==> src/rtl/d_mem_arbiter.sv <==
// Purpose: shares the single-port data memory between the load/store port (0) and the string/DMA port (1), round-robin on ties.
// Latency: request sampled in IDLE -> memory strobe next cycle -> ack/err the cycle after; one transaction per 3 cycles.
// Backpressure: level req/ack handshake; a master holds req/we/addr/wdata until its ack, and requests are only sampled in IDLE.
//
// Ports:
//   clock, reset_n           single clock, asynchronous active-low reset
//   req/we/addr/wdata{0,1}   per-port transaction request (byte address, 1 = write)
//   ack/err/rdata{0,1}       one-cycle completion pulse, rejection flag, registered read data
//   MemRead/MemWrite         one-cycle memory strobes, only in the ACCESS cycle of a legal address
//   Address/WriteData        memory address/data, zero outside ACCESS
//   ReadData                 asynchronous memory read data, only looked at in ACCESS
module d_mem_arbiter #(
    parameter int MEM_SIZE = 256
) (
    input  logic        clock,
    input  logic        reset_n,
    input  logic        req0,
    input  logic        req1,
    input  logic        we0,
    input  logic        we1,
    input  logic [31:0] addr0,
    input  logic [31:0] addr1,
    input  logic [31:0] wdata0,
    input  logic [31:0] wdata1,
    output logic        ack0,
    output logic        ack1,
    output logic        err0,
    output logic        err1,
    output logic [31:0] rdata0,
    output logic [31:0] rdata1,
    output logic        MemRead,
    output logic        MemWrite,
    output logic [31:0] Address,
    output logic [31:0] WriteData,
    input  logic [31:0] ReadData
);

    typedef enum logic [1:0] {
        IDLE   = 2'd0,
        ACCESS = 2'd1,
        RESP   = 2'd2
    } state_t;

    state_t      state;
    state_t      state_nxt;

    // Port served by the most recent grant; the other port wins the next tie.
    logic        last;
    logic        owner;
    logic        lat_we;
    logic        lat_err;
    logic [31:0] lat_addr;
    logic [31:0] lat_wdata;

    logic        grant_vld;
    logic        grant_port;
    logic        sel_we;
    logic        sel_err;
    logic [31:0] sel_addr;
    logic [31:0] sel_wdata;

    // Request of the port being granted this cycle, and its address check.
    always_comb begin
        sel_we    = grant_port ? we1    : we0;
        sel_addr  = grant_port ? addr1  : addr0;
        sel_wdata = grant_port ? wdata1 : wdata0;
        sel_err   = (sel_addr[1:0] != 2'b00) || (sel_addr[31:2] >= 30'(MEM_SIZE));
    end

    always_ff @(posedge clock or negedge reset_n) begin
        if (!reset_n) begin
            state <= IDLE;
        end else begin
            state <= state_nxt;
        end
    end

    always_comb begin
        state_nxt  = state;
        grant_vld  = 1'b0;
        grant_port = 1'b0;
        MemRead    = 1'b0;
        MemWrite   = 1'b0;
        Address    = '0;
        WriteData  = '0;
        ack0       = 1'b0;
        ack1       = 1'b0;
        err0       = 1'b0;
        err1       = 1'b0;
        case (state)
            IDLE: begin
                if (req0 && req1) begin
                    grant_vld  = 1'b1;
                    grant_port = ~last;
                end else if (req0) begin
                    grant_vld  = 1'b1;
                    grant_port = 1'b0;
                end else if (req1) begin
                    grant_vld  = 1'b1;
                    grant_port = 1'b1;
                end
                if (grant_vld) begin
                    state_nxt = ACCESS;
                end
            end
            ACCESS: begin
                // Rejected addresses still walk through ACCESS so every
                // transaction costs the same three cycles, but never strobe.
                MemWrite  = lat_we  && !lat_err;
                MemRead   = !lat_we && !lat_err;
                Address   = lat_addr;
                WriteData = lat_wdata;
                state_nxt = RESP;
            end
            RESP: begin
                ack0      = !owner;
                ack1      = owner;
                err0      = !owner && lat_err;
                err1      = owner && lat_err;
                state_nxt = IDLE;
            end
            default: begin
                state_nxt = IDLE;
            end
        endcase
    end

    always_ff @(posedge clock or negedge reset_n) begin
        if (!reset_n) begin
            last      <= 1'b1;
            owner     <= 1'b0;
            lat_we    <= 1'b0;
            lat_err   <= 1'b0;
            lat_addr  <= '0;
            lat_wdata <= '0;
            rdata0    <= '0;
            rdata1    <= '0;
        end else begin
            if (grant_vld) begin
                last      <= grant_port;
                owner     <= grant_port;
                lat_we    <= sel_we;
                lat_err   <= sel_err;
                lat_addr  <= sel_addr;
                lat_wdata <= sel_wdata;
            end
            // Only a legal read updates the owner's data; writes and
            // rejected reads leave the last good read visible.
            if (state == ACCESS && !lat_we && !lat_err) begin
                if (owner) begin
                    rdata1 <= ReadData;
                end else begin
                    rdata0 <= ReadData;
                end
            end
        end
    end

endmodule
==> config.mk <==
export PLATFORM = sky130hd
export DESIGN_NAME = d_mem_arbiter
export DESIGN_NICKNAME = d
export VERILOG_FILES = /design/src/rtl/d_mem_arbiter.sv
export SDC_FILE = /design/constraint.sdc
export NUM_CORES = 1
export LEC_CHECK = 0
export ABC_AREA = 1
export CAP_MARGIN = 0
export CORE_MARGIN = 1.5
export CORE_UTILIZATION = 42
export CTS_BUF_LIST = sky130_fd_sc_hd__clkbuf_2
export CTS_CLUSTER_SIZE = 20
export DETAILED_ROUTE_END_ITERATION = 16
export GPL_TIMING_DRIVEN = 0
export PLACE_DENSITY = 0.83
export SYNTH_ARGS = -nofsm -noshare
export SYNTH_HDL_FRONTEND = slang
export SYNTH_SLANG_ARGS = --single-unit
==> constraint.sdc <==
create_clock -name clock -period 1.8 [get_ports clock]
set_input_delay 0.45 -clock clock [delete_from_list [all_inputs] [get_ports clock]]
set_output_delay 0.45 -clock clock [all_outputs]
set_load 0.03 [all_outputs]
==> results of run 1 <==
## cell usage after synthesis
cell type | n | area (µm²)
inv_1 | 115 | 432
nand2_1 | 166 | 623
buf_1 | 7 | 26.3
nor3_4 | 1 | 16.3
o21ai_1 | 71 | 355
dfrtp_1 | 133 | 3330
nand4_1 | 10 | 62.6
buf_2 | 24 | 120
o21a_1 | 1 | 7.51
nor2_1 | 121 | 454
buf_4 | 2 | 15.0
dfstp_2 | 1 | 26.3
nor2_2 | 3 | 18.8
nand3_1 | 2 | 10.0
a31oi_1 | 8 | 50.1
o21ai_0 | 57 | 285
o22ai_1 | 33 | 206
nand2_2 | 3 | 18.8
nor3_1 | 3 | 15.0
nand3_2 | 1 | 10.0
inv_2 | 2 | 7.51
clkbuf_1 | 15 | 56.3
## final cells by class
cell class              count  area (µm²)  share of cell area
plain buffers              45         582              0.0488
clock buffers              18        90.1             0.00756
clock inverters            14         176              0.0148
inverters                 117         444              0.0373
multi-input cells         480        2730               0.229
flip-flops and latches    134        3360               0.282
well taps                 184         230              0.0193
repair buffers            402        4300               0.361
## critical path: cells and delay by family (launching register included)
kind	cells	cell delay, ns
and+or+nand+nor	2	0.24
buffers and inverters	5	0.65
DFF	1	0.47
## sequential cells by signal, indices dropped and copies added, names as in the netlist
name       cells
owner          1
last           1
rdata1        32
lat_wdata     32
lat_we         1
state          2
lat_err        1
rdata0        32
lat_addr      32
## worst min path at each step
stage | end
floorplan | lat_addr[0]
global placement | last
detailed placement | rdata1[8]
CTS | rdata1[8]
global route | rdata1[8]
finish | rdata1[8]
## logic make-up (layout without fill, tap and decap cells)
kind of cell / Yosys count / in the layout / synth area share
buffers and inverters: 165 / 596 / 0.107
flip-flops: 134 / 134 / 0.546
AO/OA/AOI/OAI: 170 / 170 / 0.147
AND/OR/NAND/NOR: 310 / 310 / 0.200
## per-layer routing
layer  wire, µm  vias up
li1           -     3299
met1       9800     3616
met2      14400      574
met3       2890      135
met4       1230        0
met5          0        -
## power by group through the flow
stage | sequential (µW) | clock [µW] | combinational (µW)
CTS | 4240 | 2010 | 8590
global route | 4420 | 2180 | 11700
global placement | 4260 | 0 | 6460
floorplan | 4410 | 0 | 3770
detailed placement | 4290 | 0 | 6570
finish | 4350 | 2080 | 11200
## through the flow
stage          total power [µW]  worst slack, ns
4_1_cts                   14800           -0.661
5_1_grt                   18300           -0.776
3_3_place_gp              10700            -5.08
6_report                  17600           -0.741
2_1_floorplan              8180          -0.0640
3_5_place_dp              10900            -1.05
## repair_timing
item,in CTS,in global routing
hold buffers,1,0
setup buffers,38,42
pin swaps,13,21
endpoints found under the setup margin,151,266
hold endpoints to repair,47,0
resized for setup,1065,237
cloned,7,14
==> results.ini, run 1 <==
[clock_tree]
cts_tree=built
cts_buffers=17
clk_pin_slew_ns=0.22
cts_root_buf=clkbuf_2
clock_latency_ns=0.73
clock_sinks=134
max-clock-path-buffers=2
htreeDepth=4

[power]
power_density_nw_per_um2=1480
p_comb_frac=0.635
seqPwrFrac=0.247
vdd_ir_drop_max_mv=1.03
switchingPower_uw=7890
p_int_uw=9730
clkPwrFrac=0.118
p_sw_frac=0.448
p_leak_uw=0.00573

[floorplanning]
die_w_um=124
die_h_um=124
num_rows=44
coreArea_um2=14400
die-area_um2=15400
initial_core_util=0.426
io_pins=300

[timing]
finalHoldViolCount=0
setup_violations=197
whs_ns=0.191
layout_setup_ws_ns=-0.741
rsz0062_at_grt=true
fmax_mhz=394
period_needed_ns=2.54
post-route-period-util=1.41
finalSetupTns_ns=-63.09
slew_violations=0
relSlewSlack=0.655
skew_ns=0.0291
tightest_slew_ns=0.517

[critical_path]
cp.arrival_ns=2.09
endpoint_kind=primary output
cp-start-kind=flop
crit_slowest_cell=dfrtp_1
r2r-start=state[1]
endpoint=Address[25]
critPathRequiredTime_ns=1.35
path_cells=inv_2 > nor2_4 > inv_4 > clkbuf_16 > clkbuf_16 > nor2_4 > buf_6
r2r-end=lat_err
startpoint=state[0]
critical_path.max_stage_delay_ns=0.47
worst-path-max-fanout=5
crit_type=flop to primary output
reg2reg_depth=14
r2r_slack_ns=-0.44

[placement]
hpwl_um=15300
io_buffers=299
dpl-instance-area_um2=9400
gp_congestion=0.904
dp.cells=1263

[drt]
routed_wl_um=28300
wl_per_cell_um=20.3
avgViaCountPerCell=5.47
num_vias=7624
antenna_left=0
drt-initial-drc-count=691
drc=0
firstDrtPassIters=7

[cells_and_area]
finish.instance_area_um2=11900
fin_cells=1394
drive_gt1_frac=0.345
mostFrequentLayoutCells=clkdlybuf4s50_1, buf_6, nand2_1
area_delta_synth_final_pct=93.9
fill_cells=766
nNetsFinal=1363
final_common_cell=clkdlybuf4s50_1
diodes=0
fin_util=0.826

[status]
status=complete, but fails checks
violations=negative setup slack

[global_routing]
busiest_layer=met2
overflow=0
antenna_found_initial=0
grt_max_degree=88
met1_usage=0.327
gr-usage-met3=0.0884
grt_pass1_wl_um=33800
use_met2=0.524
grt_use_total=0.293
grt_pass1_vias=6627

[run]
maxCapViolations=0

[synth]
yosysSeqAreaShare=0.546
syn-num-nets=945
ys_warn_count=0
syn-cell-area_um2=6140
syn_inst=779
ys_types=22
synth-seq-cells=134
syn_area_per_cell_um2=7.89

[min_path]
worstHoldPathType=input pin to async pin

Note: power is estimated with default switching activity, not from simulation.
==> inputs of run 2 (changes only) <==
--- a/config.mk
+++ b/config.mk
@@ -15,4 +15,5 @@
 export GPL_TIMING_DRIVEN = 0
 export PLACE_DENSITY = 0.83
+export SLEW_MARGIN = 20
 export SYNTH_ARGS = -nofsm -noshare
 export SYNTH_HDL_FRONTEND = slang
==> constraint.sdc (replaced) <==
create_clock -name clock -period 1.8 [get_ports clock]
set_input_delay 0.45 -clock clock [delete_from_list [all_inputs] [get_ports clock]]
set_output_delay 0.45 -clock clock [all_outputs]
set_load 0.02 [all_outputs]
==> run 2 against run 1 <==
Net effect: the run still ends with negative setup slack left; clock skew grew 0.021 ns; non-clock buffer count shrank 38; largest power group unchanged; clock power shrank 11%; utilization shrank 5.8 points; register-to-register slack gained 0.03 ns; hold slack gained 0.031 ns.
==> results.ini, run 2 (synthesis gave the netlist of run 1 again) <==
[placement]
io_buffers=299  ; unchanged
gp_congestion=0.924  ; +2.2%
hpwl_um=15100  ; -1.1%
dpl-instance-area_um2=9400  ; about the same

[global_routing]
grt_pass1_vias=6251  ; -5.7%
antenna_found_initial=1  ; +1
overflow=0  ; unchanged
grt_use_total=0.268  ; -0.0249
grt_pass1_wl_um=31000  ; -8.2%
grt_max_degree=81  ; -8.0%

[clock_tree]
cts_tree=built
cts_buffers=17  ; unchanged
clk_pin_slew_ns=0.22  ; about the same
clock_sinks=134  ; unchanged
cts_root_buf=clkbuf_2
max-clock-path-buffers=2  ; unchanged
clock_latency_ns=0.74  ; about the same
htreeDepth=4  ; unchanged

[timing]
layout_setup_ws_ns=-0.642  ; +0.0981 ns
slew_violations=0  ; unchanged
skew_ns=0.0501  ; +0.0210 ns
rsz0062_at_grt=true
period_needed_ns=2.44  ; -0.0981 ns
relSlewSlack=0.640  ; -0.0146
setup_violations=135  ; -31%
finalHoldViolCount=0  ; unchanged
post-route-period-util=1.36  ; -0.0545
whs_ns=0.222  ; +0.0309 ns
tightest_slew_ns=0.539  ; +0.0219 ns
fmax_mhz=409  ; +4.0%

[status]
violations=negative setup slack
status=complete, but fails checks

[drt]
num_vias=6898  ; -9.5%
avgViaCountPerCell=5.08  ; -7.1%
drt-initial-drc-count=396  ; -43%
firstDrtPassIters=6  ; -1
drc=0  ; unchanged
routed_wl_um=23500  ; -17%
antenna_left=0  ; unchanged
wl_per_cell_um=17.3  ; -15%

[cells_and_area]
nNetsFinal=1325  ; -2.8%
fin_util=0.768  ; -0.0583
finish.instance_area_um2=11100  ; -7.1%
mostFrequentLayoutCells=clkdlybuf4s50_1, nand2_1, dfrtp_1
final_common_cell=clkdlybuf4s50_1
drive_gt1_frac=0.291  ; -0.0537
area_delta_synth_final_pct=80.2

[floorplanning]
die-area_um2=15400  ; unchanged
io_pins=300  ; unchanged
die_w_um=124  ; unchanged
coreArea_um2=14400  ; unchanged
die_h_um=124  ; unchanged
initial_core_util=0.426  ; unchanged
num_rows=44  ; unchanged

[power]
vdd_ir_drop_max_mv=0.842  ; -19%
p_leak_uw=0.00540  ; -5.6%
power_density_nw_per_um2=1360  ; -8.1%

[critical_path]
worst-path-max-fanout=4  ; -1
reg2reg_depth=15  ; +1
crit_type=flop to primary output
endpoint_kind=primary output
r2r-start=state[1]
cp.arrival_ns=1.99  ; -0.10 ns
startpoint=state[0]
critPathRequiredTime_ns=1.35  ; about the same
cp-start-kind=flop
r2r_slack_ns=-0.41  ; +0.03 ns
endpoint=MemRead
r2r-end=lat_err

[run]
maxCapViolations=0  ; unchanged

[min_path]
worstHoldPathType=input pin to async pin

## run 2: power by group
part	total [µW]	internal (µW)	switching (µW)	leakage, µW
clock	1860	638	1220	0.000137
sequential	4280	3880	401	0.00143
combinational	8920	4150	4770	0.00383
total	15100	8670	6390	0.00540
## run 2: final cells by class
cell class	instances	area, µm²
Timing Repair Buffer	362	3750
Sequential cell	134	3360
Fill cell	964	3350
Multi-Input combinational cell	480	2510
Buffer	47	546
Inverter	117	442
Tap cell	184	230
Clock inverter	15	154
Clock buffer	17	85.1
Antenna cell	1	2.50
## run 2: what timing repair did
item                                    4_1_cts  5_1_grt
pin swaps                                     7       20
gates resized for setup                     799      240
endpoints found under the setup margin      144      260
gates cloned                                  2        8
endpoints found under the hold margin        54        0
setup buffers                                28       23
hold buffers                                  1        0
## run 2: worst max-delay path, cell delays in order (launching register included)
cell     delay (ns)
dfrtp_1        0.43
inv_2          0.08
nor2_4         0.12
inv_4          0.06
buf_4          0.13
buf_6          0.11
nor3_4         0.20
buf_6          0.17
## run 2: worst min path at each step
stage	slack (ns)	cells past startpoint	to
after floorplan	0.15	0	lat_addr[0]
after global placement	0.45	2	last
after detailed placement	0.40	1	rdata0[6]
after CTS	0.18	2	rdata0[6]
after global routing	0.18	2	rdata0[2]
final	0.22	2	rdata0[2]
## run 2: layer usage
layer,global-route usage,share of wire,vias up
met5,0,0,-
met4,0.109,0.030,0
met3,0.0962,0.096,54
met2,0.469,0.52,332
met1,0.296,0.36,3296
li1,-,-,3216
## run 2: metrics by stage
step | setup TNS, ns | power (µW) | setup slack, ns | std cells
global route | -71.42 | 15900 | -0.762 | 1357
floorplan | 0 | 7700 | 0.0688 | 779
finish | -53.09 | 15100 | -0.642 | 1357
detailed placement | -72.95 | 10400 | -0.900 | 1263
CTS | -40.65 | 13100 | -0.636 | 1326
global placement | -743.55 | 10200 | -5.04 | 1262
